--- config.mk ---
export PLATFORM = sky130hd
export DESIGN_NAME = rs_encode_stream_in_sched_flat
export DESIGN_NICKNAME = d
export VERILOG_FILES = /design/src/rtl/rs_encode_pkg.sv /design/src/rtl/rs_encode_stream_in_sched_if.sv /design/src/rtl/rs_rr_sel.sv /design/src/rtl/rs_encode_stream_in_sched.sv /design/src/flat_wrapper.sv
export SDC_FILE = /design/constraint.sdc
export NUM_CORES = 1
export LEC_CHECK = 0
export ABC_CLOCK_PERIOD_IN_PS = 2900
export BUFFER_PORTS_ARGS = -buffer_cell sky130_fd_sc_hd__buf_4
export CAP_MARGIN = 20
export CORE_MARGIN = 2
export CORE_UTILIZATION = 58
export DETAILED_ROUTE_END_ITERATION = 6
export GPL_TIMING_DRIVEN = 1
export PLACE_DENSITY = 0.8
export SLEW_MARGIN = 20
export SYNTH_ARGS = -nofsm -noshare
export SYNTH_HDL_FRONTEND = slang
export SYNTH_HIERARCHICAL = 1
export SYNTH_SLANG_ARGS = --single-unit
--- constraint.sdc ---
create_clock -name clk -period 2.9 [get_ports clk]
set_input_delay 0.145 -clock clk [delete_from_list [all_inputs] [get_ports clk]]
set_output_delay 0.145 -clock clk [all_outputs]
set_load 0.05 [all_outputs]
--- src/rtl/rs_encode_pkg.sv ---
// Purpose: state encodings shared by the RS encode stream-in scheduler.
// Latency: n/a (types only).
// Backpressure: n/a.
package rs_encode_pkg;

    // Main line scheduler: take request, stream data lines, issue pad lines, wait for metadata.
    typedef enum logic [1:0] {
        IDLE  = 2'd0,
        DATA  = 2'd1,
        PAD   = 2'd2,
        DRAIN = 2'd3
    } main_state_e;

    // Metadata handoff to the output controller, runs alongside the line stream.
    typedef enum logic [1:0] {
        M_IDLE = 2'd0,
        M_PASS = 2'd1,
        M_DONE = 2'd2
    } meta_state_e;

endpackage

--- src/rtl/rs_encode_stream_in_sched_if.sv ---
// Purpose: request / data-line / unit / metadata signals of the RS stream-in scheduler.
// Latency: n/a (wiring only).
// Backpressure: val/rdy on request, data, unit and metadata channels.
interface rs_encode_stream_in_sched_if #(
    parameter int NUM_RS_UNITS   = 4,
    parameter int NUM_RS_UNITS_W = (NUM_RS_UNITS > 1) ? $clog2(NUM_RS_UNITS) : 1,
    parameter int LINE_CNT_W     = 8,
    parameter int BLOCK_CNT_W    = 16
);
    logic                      src_req_val;
    logic                      src_req_rdy;
    logic [BLOCK_CNT_W-1:0]    src_req_num_blocks;
    logic [LINE_CNT_W-1:0]     src_req_lines;
    logic                      src_data_val;
    logic                      src_data_rdy;
    logic [NUM_RS_UNITS-1:0]   unit_val;
    logic [NUM_RS_UNITS-1:0]   unit_rdy;
    logic                      unit_pad;
    logic                      unit_last;
    logic [NUM_RS_UNITS_W-1:0] rs_unit_sel;
    logic                      meta_val;
    logic                      meta_rdy;
    logic                      busy;

    // Scheduler side.
    modport master (
        input  src_req_val, src_req_num_blocks, src_req_lines, src_data_val, unit_rdy, meta_rdy,
        output src_req_rdy, src_data_rdy, unit_val, unit_pad, unit_last, rs_unit_sel, meta_val, busy
    );

    // Environment side: request source, line source, RS units and output controller.
    modport slave (
        output src_req_val, src_req_num_blocks, src_req_lines, src_data_val, unit_rdy, meta_rdy,
        input  src_req_rdy, src_data_rdy, unit_val, unit_pad, unit_last, rs_unit_sel, meta_val, busy
    );
endinterface

--- src/rtl/rs_rr_sel.sv ---
// Purpose: modulo-N round-robin unit selector with binary index and one-hot decode.
// Latency: index updates one cycle after clr/adv; decode is combinational.
// Backpressure: none; clr has priority over adv.
module rs_rr_sel #(
    parameter int N = 4,
    parameter int W = (N > 1) ? $clog2(N) : 1
) (
    input  logic         clk,
    input  logic         rst,
    input  logic         clr,
    input  logic         adv,
    output logic [W-1:0] idx,
    output logic [N-1:0] onehot
);
    logic [W-1:0] idx_q;
    logic [W-1:0] idx_d;

    // Next index: restart at 0, or step with wrap from N-1 back to 0.
    always_comb begin
        idx_d = idx_q;
        if (clr) begin
            idx_d = '0;
        end else if (adv) begin
            idx_d = (idx_q == W'(N - 1)) ? '0 : idx_q + W'(1);
        end
    end

    // Index register.
    always_ff @(posedge clk or posedge rst) begin
        if (rst) begin
            idx_q <= '0;
        end else begin
            idx_q <= idx_d;
        end
    end

    // One-hot decode of the current index.
    always_comb begin
        onehot = '0;
        for (int i = 0; i < N; i++) begin
            onehot[i] = (idx_q == W'(i));
        end
    end

    assign idx = idx_q;

endmodule

--- src/rtl/rs_encode_stream_in_sched.sv ---
// Purpose: spreads request blocks round-robin over RS units: data lines, then pad lines, then metadata drain.
// Latency: data lines pass source->unit combinationally (zero cycles, no buffering).
// Backpressure: src_data_rdy mirrors the selected unit's ready; meta_rdy only stalls the final DRAIN.
module rs_encode_stream_in_sched
    import rs_encode_pkg::*;
#(
    parameter int NUM_RS_UNITS   = 4,
    parameter int NUM_RS_UNITS_W = (NUM_RS_UNITS > 1) ? $clog2(NUM_RS_UNITS) : 1,
    parameter int LINE_CNT_W     = 8,
    parameter int BLOCK_CNT_W    = 16,
    parameter int PAD_LINES      = 1,
    parameter int RR_PERSIST     = 0
) (
    input  logic                        clk,
    input  logic                        rst,
    rs_encode_stream_in_sched_if.master bus
);
    localparam int PAD_CNT_W = (PAD_LINES > 1) ? $clog2(PAD_LINES) : 1;

    main_state_e             state_q, state_d;
    meta_state_e             meta_q, meta_d;
    logic [BLOCK_CNT_W-1:0]  num_blocks_q, num_blocks_d;
    logic [BLOCK_CNT_W-1:0]  blk_cnt_q, blk_cnt_d;
    logic [LINE_CNT_W-1:0]   lines_q, lines_d;
    logic [LINE_CNT_W-1:0]   line_cnt_q, line_cnt_d;
    logic [PAD_CNT_W-1:0]    pad_cnt_q, pad_cnt_d;

    logic                      sel_clr;
    logic                      sel_adv;
    logic [NUM_RS_UNITS_W-1:0] sel_idx;
    logic [NUM_RS_UNITS-1:0]   sel_onehot;

    logic req_hs;
    logic unit_rdy_sel;
    logic data_hs;
    logic pad_hs;
    logic last_line;
    logic last_pad;
    logic last_blk;

    rs_rr_sel #(
        .N (NUM_RS_UNITS),
        .W (NUM_RS_UNITS_W)
    ) u_rr_sel (
        .clk    (clk),
        .rst    (rst),
        .clr    (sel_clr),
        .adv    (sel_adv),
        .idx    (sel_idx),
        .onehot (sel_onehot)
    );

    // Unselected units' ready bits are masked out here.
    assign unit_rdy_sel = |(bus.unit_rdy & sel_onehot);
    assign req_hs       = (state_q == IDLE) && bus.src_req_val;
    assign data_hs      = (state_q == DATA) && bus.src_data_val && unit_rdy_sel;
    assign pad_hs       = (state_q == PAD) && unit_rdy_sel;
    assign last_line    = (line_cnt_q == lines_q - LINE_CNT_W'(1));
    assign last_pad     = (pad_cnt_q == PAD_CNT_W'(PAD_LINES - 1));
    assign last_blk     = (blk_cnt_q == num_blocks_q - BLOCK_CNT_W'(1));

    // Main scheduler next state: request latch, data/pad line counting, block advance.
    always_comb begin
        state_d      = state_q;
        num_blocks_d = num_blocks_q;
        lines_d      = lines_q;
        line_cnt_d   = line_cnt_q;
        pad_cnt_d    = pad_cnt_q;
        blk_cnt_d    = blk_cnt_q;
        sel_clr      = 1'b0;
        sel_adv      = 1'b0;
        case (state_q)
            IDLE: begin
                if (bus.src_req_val) begin
                    num_blocks_d = bus.src_req_num_blocks;
                    lines_d      = bus.src_req_lines;
                    line_cnt_d   = '0;
                    pad_cnt_d    = '0;
                    blk_cnt_d    = '0;
                    sel_clr      = (RR_PERSIST == 0);
                    if (bus.src_req_num_blocks == '0) begin
                        state_d = DRAIN;
                    end else if (bus.src_req_lines == '0) begin
                        state_d = PAD;
                    end else begin
                        state_d = DATA;
                    end
                end
            end
            DATA: begin
                if (data_hs) begin
                    if (last_line) begin
                        line_cnt_d = '0;
                        state_d    = PAD;
                    end else begin
                        line_cnt_d = line_cnt_q + LINE_CNT_W'(1);
                    end
                end
            end
            PAD: begin
                if (pad_hs) begin
                    if (last_pad) begin
                        pad_cnt_d = '0;
                        blk_cnt_d = blk_cnt_q + BLOCK_CNT_W'(1);
                        // Advance also after the final block so a persistent selector moves on.
                        sel_adv   = 1'b1;
                        if (last_blk) begin
                            state_d = DRAIN;
                        end else if (lines_q == '0) begin
                            state_d = PAD;
                        end else begin
                            state_d = DATA;
                        end
                    end else begin
                        pad_cnt_d = pad_cnt_q + PAD_CNT_W'(1);
                    end
                end
            end
            DRAIN: begin
                if (meta_q == M_DONE) begin
                    state_d = IDLE;
                end
            end
            default: state_d = IDLE;
        endcase
    end

    // Metadata handoff; never gates the line stream, only the exit from DRAIN.
    always_comb begin
        meta_d = meta_q;
        case (meta_q)
            M_IDLE:  if (req_hs) meta_d = M_PASS;
            M_PASS:  if (bus.meta_rdy) meta_d = M_DONE;
            M_DONE:  if (state_q == DRAIN) meta_d = M_IDLE;
            default: meta_d = M_IDLE;
        endcase
    end

    // State and counter registers; reset discards any in-flight request.
    always_ff @(posedge clk or posedge rst) begin
        if (rst) begin
            state_q      <= IDLE;
            meta_q       <= M_IDLE;
            num_blocks_q <= '0;
            lines_q      <= '0;
            line_cnt_q   <= '0;
            pad_cnt_q    <= '0;
            blk_cnt_q    <= '0;
        end else begin
            state_q      <= state_d;
            meta_q       <= meta_d;
            num_blocks_q <= num_blocks_d;
            lines_q      <= lines_d;
            line_cnt_q   <= line_cnt_d;
            pad_cnt_q    <= pad_cnt_d;
            blk_cnt_q    <= blk_cnt_d;
        end
    end

    assign bus.src_req_rdy  = (state_q == IDLE);
    assign bus.src_data_rdy = (state_q == DATA) && unit_rdy_sel;
    assign bus.unit_val     = (state_q == DATA) ? ({NUM_RS_UNITS{bus.src_data_val}} & sel_onehot) :
                              (state_q == PAD)  ? sel_onehot : '0;
    assign bus.unit_pad     = (state_q == PAD);
    assign bus.unit_last    = (state_q == PAD) && last_pad;
    assign bus.rs_unit_sel  = sel_idx;
    assign bus.meta_val     = (meta_q == M_PASS);
    assign bus.busy         = (state_q != IDLE);

endmodule

--- src/flat_wrapper.sv ---
// flat-port wrapper written by rule: the top's interface ports become plain ports
module rs_encode_stream_in_sched_flat import rs_encode_pkg::*;
#(
    parameter int NUM_RS_UNITS   = 4,
    parameter int NUM_RS_UNITS_W = (NUM_RS_UNITS > 1) ? $clog2(NUM_RS_UNITS) : 1,
    parameter int LINE_CNT_W     = 8,
    parameter int BLOCK_CNT_W    = 16,
    parameter int PAD_LINES      = 1,
    parameter int RR_PERSIST     = 0
)
  (clk, rst, bus_src_req_val, bus_src_req_num_blocks, bus_src_req_lines, bus_src_data_val, bus_unit_rdy, bus_meta_rdy, bus_src_req_rdy, bus_src_data_rdy, bus_unit_val, bus_unit_pad, bus_unit_last, bus_rs_unit_sel, bus_meta_val, bus_busy);
  rs_encode_stream_in_sched_if #(.NUM_RS_UNITS(NUM_RS_UNITS), .NUM_RS_UNITS_W(NUM_RS_UNITS_W), .LINE_CNT_W(LINE_CNT_W), .BLOCK_CNT_W(BLOCK_CNT_W)) bus_i ();
  input  logic clk;
  input  logic rst;
  input wire logic [$bits(bus_i.src_req_val)-1:0] bus_src_req_val;
  input wire logic [$bits(bus_i.src_req_num_blocks)-1:0] bus_src_req_num_blocks;
  input wire logic [$bits(bus_i.src_req_lines)-1:0] bus_src_req_lines;
  input wire logic [$bits(bus_i.src_data_val)-1:0] bus_src_data_val;
  input wire logic [$bits(bus_i.unit_rdy)-1:0] bus_unit_rdy;
  input wire logic [$bits(bus_i.meta_rdy)-1:0] bus_meta_rdy;
  output wire logic [$bits(bus_i.src_req_rdy)-1:0] bus_src_req_rdy;
  output wire logic [$bits(bus_i.src_data_rdy)-1:0] bus_src_data_rdy;
  output wire logic [$bits(bus_i.unit_val)-1:0] bus_unit_val;
  output wire logic [$bits(bus_i.unit_pad)-1:0] bus_unit_pad;
  output wire logic [$bits(bus_i.unit_last)-1:0] bus_unit_last;
  output wire logic [$bits(bus_i.rs_unit_sel)-1:0] bus_rs_unit_sel;
  output wire logic [$bits(bus_i.meta_val)-1:0] bus_meta_val;
  output wire logic [$bits(bus_i.busy)-1:0] bus_busy;
  assign bus_i.src_req_val = bus_src_req_val;
  assign bus_i.src_req_num_blocks = bus_src_req_num_blocks;
  assign bus_i.src_req_lines = bus_src_req_lines;
  assign bus_i.src_data_val = bus_src_data_val;
  assign bus_i.unit_rdy = bus_unit_rdy;
  assign bus_i.meta_rdy = bus_meta_rdy;
  assign bus_src_req_rdy = bus_i.src_req_rdy;
  assign bus_src_data_rdy = bus_i.src_data_rdy;
  assign bus_unit_val = bus_i.unit_val;
  assign bus_unit_pad = bus_i.unit_pad;
  assign bus_unit_last = bus_i.unit_last;
  assign bus_rs_unit_sel = bus_i.rs_unit_sel;
  assign bus_meta_val = bus_i.meta_val;
  assign bus_busy = bus_i.busy;
  rs_encode_stream_in_sched #(.NUM_RS_UNITS(NUM_RS_UNITS), .NUM_RS_UNITS_W(NUM_RS_UNITS_W), .LINE_CNT_W(LINE_CNT_W), .BLOCK_CNT_W(BLOCK_CNT_W), .PAD_LINES(PAD_LINES), .RR_PERSIST(RR_PERSIST)) u_core (.clk(clk), .rst(rst), .bus(bus_i));
endmodule
==> flow_summary.ini <==
[timing]
finalMaxSlewViolations = 0
clock_skew_ps = 8.388
rsz0062_at_grt = false
max_freq_mhz = 389.6
setup_viol = 0
tightest_slew_ps = 882.3
period_share_pct = 88.52
tns_ps = 0
hold_violations = 0
relSlewSlack_pct = 41.11
fin_crit_ps = 2567

[floorplanning]
coreArea_um2 = 5816
die_h_um = 81.00
chipWidth_um = 81.00
ioPinCount = 45
initial_utilization_pct = 59.12
die_area_um2 = 6560
num_rows = 28

[layout]
synthToLayoutAreaGrowth_pct = 14.81
final_nets = 495
design_area_um2 = 3948
antennaDiodeCount = 0
final_cells = 529
drive_above_1_share_pct = 16.08

[global_route]
grt_first_pass_wirelength_um = 13210
use_met2_pct = 46.20
use_met1_pct = 32.45
grt.overflow.total = 0
antenna_found_initial = 0
grt_use_met3_pct = 4.222
grtUsageTotal_pct = 26.06
busiest_layer = met2
grt_start_max_net_pins = 53
grt_pass1_vias = 2825

[clock_network]
cts_htree_levels = 2
clock-sinks = 54
cts_tree = done
path_clk_slew_ps = 90
cts_root_buffer = clkbuf_8
post_cts_resized = 0
cts_buffers = 5
clock_latency_ps = 320
ctsLongestPathBuffers = 2

[synthesis]
ys_ff_latch = 54
async_reset_ff_share_pct = 100.0
synth_most_common_cell = nand2_1
ys_warn_count = 6
ys.flop_type = dfrtp_1
yosysTopAreaCell = dfrtp_1
syn_inst = 411
netlist_area_um2 = 3438
synth_common_cells = nand2_1 (84), dfrtp_1 (54), nor2_1 (29)
synth.area.top_cells = dfrtp_1 (39%), nand2_1 (9.2%), xnor2_1 (5.9%), xor2_1 (5.3%), nor2_1 (3.2%)
synth_edf_count = 0
synth.avg_cell_area_um2 = 8.366
yosysTopAreaCellShare_pct = 39.30
ys_seq_area_share_pct = 39.30
yosysUniqueCellTypes = 59
syn-num-nets = 452

[route]
route.detailed.drc = 0
antenna_left = 0
num_vias = 3105
routed_via_density = 5.870
wirelength_um = 8057
drt_iter0_drc = 172
wl_per_cell_um = 15.23
first_pass_iters = 4

[setup_path]
worstSetupPathType = reg2reg
cp_max_fo = 11
r2r_end = u_core/line_cnt_q[0]$_DFFE_PP0P_
crit_required_ps = 3100
start_kind = flop
arrival_ps = 2760
cp-endpoint = u_core/line_cnt_q[0]$_DFFE_PP0P_
critical-path-max-stage-delay_ps = 520
critPathSlowestCell = or4_4
reg2reg_from = u_core/lines_q[2]$_DFFE_PP0P_
crit_cells = 8
worst-r2r-cell-count = 8
critPathLaunch = u_core/lines_q[2]$_DFFE_PP0P_
cp_cell_sequence = or4_4 > or4_1 > o311ai_1 > nor2_2 > o41ai_2 > buf_4 > nand2b_1 > o21ai_0
cpLargestDelayFamily = simple AND/OR/NAND/NOR gates
cp_num_buf_inv = 1
regToRegSetupSlack_ps = 330
critPathCaptureType = flop

[run]
maxCapViolCount = 0

[pwr]
p_leak_nw = 1.861
peakVddDrop_mv = 0.2023
powerDensity_nw_per_um2 = 307.1

[worst_hold_path]
hold_path.class = in2reg

[placed_design]
place_hpwl_um = 6009
port_buffers = 44
place_congestion = 0.9380
placedCellCount = 521
place_area_um2 = 3860

[status]
status = finished clean
-- where the power goes --
part           leakage (nW)  switching, mW  internal [mW]
combinational          1.11         0.0285         0.0307
clock                0.0383          0.234          0.167
sequential            0.708              0          0.752
-- layout by cell type (no fill, tap or decap), drive strengths merged, types with 2 or more instances in the layout --
cell type and n:
a21oi 13, a22o 3, a22oi 2, a31oi 6, and2 6, and3 3, and4 2, buf 52
clkbuf 7, dfrtp 54, ha 8, inv 16, mux2 2, nand2 85, nand2b 5, nand3 13
nand3b 3, nand4 11, nand4b 2, nor2 30, nor2b 4, nor3 14, nor4 8, nor4b 2
o211ai 5, o21ai 20, o2bb2ai 2, o31ai 3, or3 7, or3b 2, or4 2, xnor2 23
xor2 21
-- final cells by class --
type,count,area (um^2)
clock buffer,7,76.32
fill,503,1868
inverter,17,65.06
multi-input combinational,323,1961
sequential,54,1351
tap,75,93.84
timing repair buffer,53,400.4
-- state kept, by name (all words and copies together) (netlist names) --
| register | flops |
|---|---|
| u_core/lines_q | 8 |
| u_core/meta_q | 2 |
| u_core/line_cnt_q | 8 |
| u_core/u_rr_sel/idx | 2 |
| u_core/blk_cnt_q | 16 |
| u_core/num_blocks_q | 16 |
| u_core/state_q | 2 |
-- metal layers --
metal  wire length [um]  share of wire, %
met3                315               3.9
met5                  0                 0
met2               4184                52
met1               3423                42
met4                134               1.7
-- timing repair --
item | in CTS | in global routing
hold endpoints to repair | 2 | 0
buffers inserted | 0 | 0
hold buffers | 1 | 0
-- how the worst min path moves through the flow --
stage                     slack (ps)                      start  depth (start not counted)                                  to
after floorplan                 -110                        rst                          1  u_core/u_rr_sel/idx[0]$_DFFE_PP0P_
after global placement            20                        rst                          2  u_core/u_rr_sel/idx[1]$_DFFE_PP0P_
after detailed placement          20                        rst                          2  u_core/u_rr_sel/idx[1]$_DFFE_PP0P_
after CTS                         30  bus_src_req_num_blocks[6]                          3  u_core/num_blocks_q[6]$_DFFE_PP0P_
after global routing              30       bus_src_req_lines[4]                          3       u_core/lines_q[4]$_DFFE_PP0P_
final                             30  bus_src_req_num_blocks[6]                          3  u_core/num_blocks_q[6]$_DFFE_PP0P_
-- cells by family (layout without fill, tap and decap cells) --
kind of cell,count (synthesis),count (layout),share of synthesized area [%]
AO/OA/AOI/OAI,66,66,12.81
XOR/XNOR,44,44,11.21
adder cells (fa/ha/maj),8,8,2.911
buffers and inverters,34,77,3.930
flip-flops,54,54,39.30
multiplexers,3,3,0.9461
AND/OR/NAND/NOR,202,202,28.89
-- worst register-to-register path, cell delays in order (launching register included) --
cell	delay, ps
dfrtp_1	450
or4_4	520
or4_1	510
o311ai_1	100
nor2_2	60
o41ai_2	320
buf_4	220
nand2b_1	170
o21ai_0	110
-- per-stage QoR --
step	worst slack, ps	power, mW	util (%)	hold WS (ps)
after floorplan	77.58	0.7824	-	-113.8
after CTS	330.2	1.223	67.86	25.77
after global routing	171.5	1.267	67.88	30.58
final	333.0	1.212	67.88	28.60
after detailed placement	338.5	0.8266	66.37	21.02
after global placement	407.9	0.8250	66.37	15.01
Note: power is estimated with default switching activity, not from simulation.
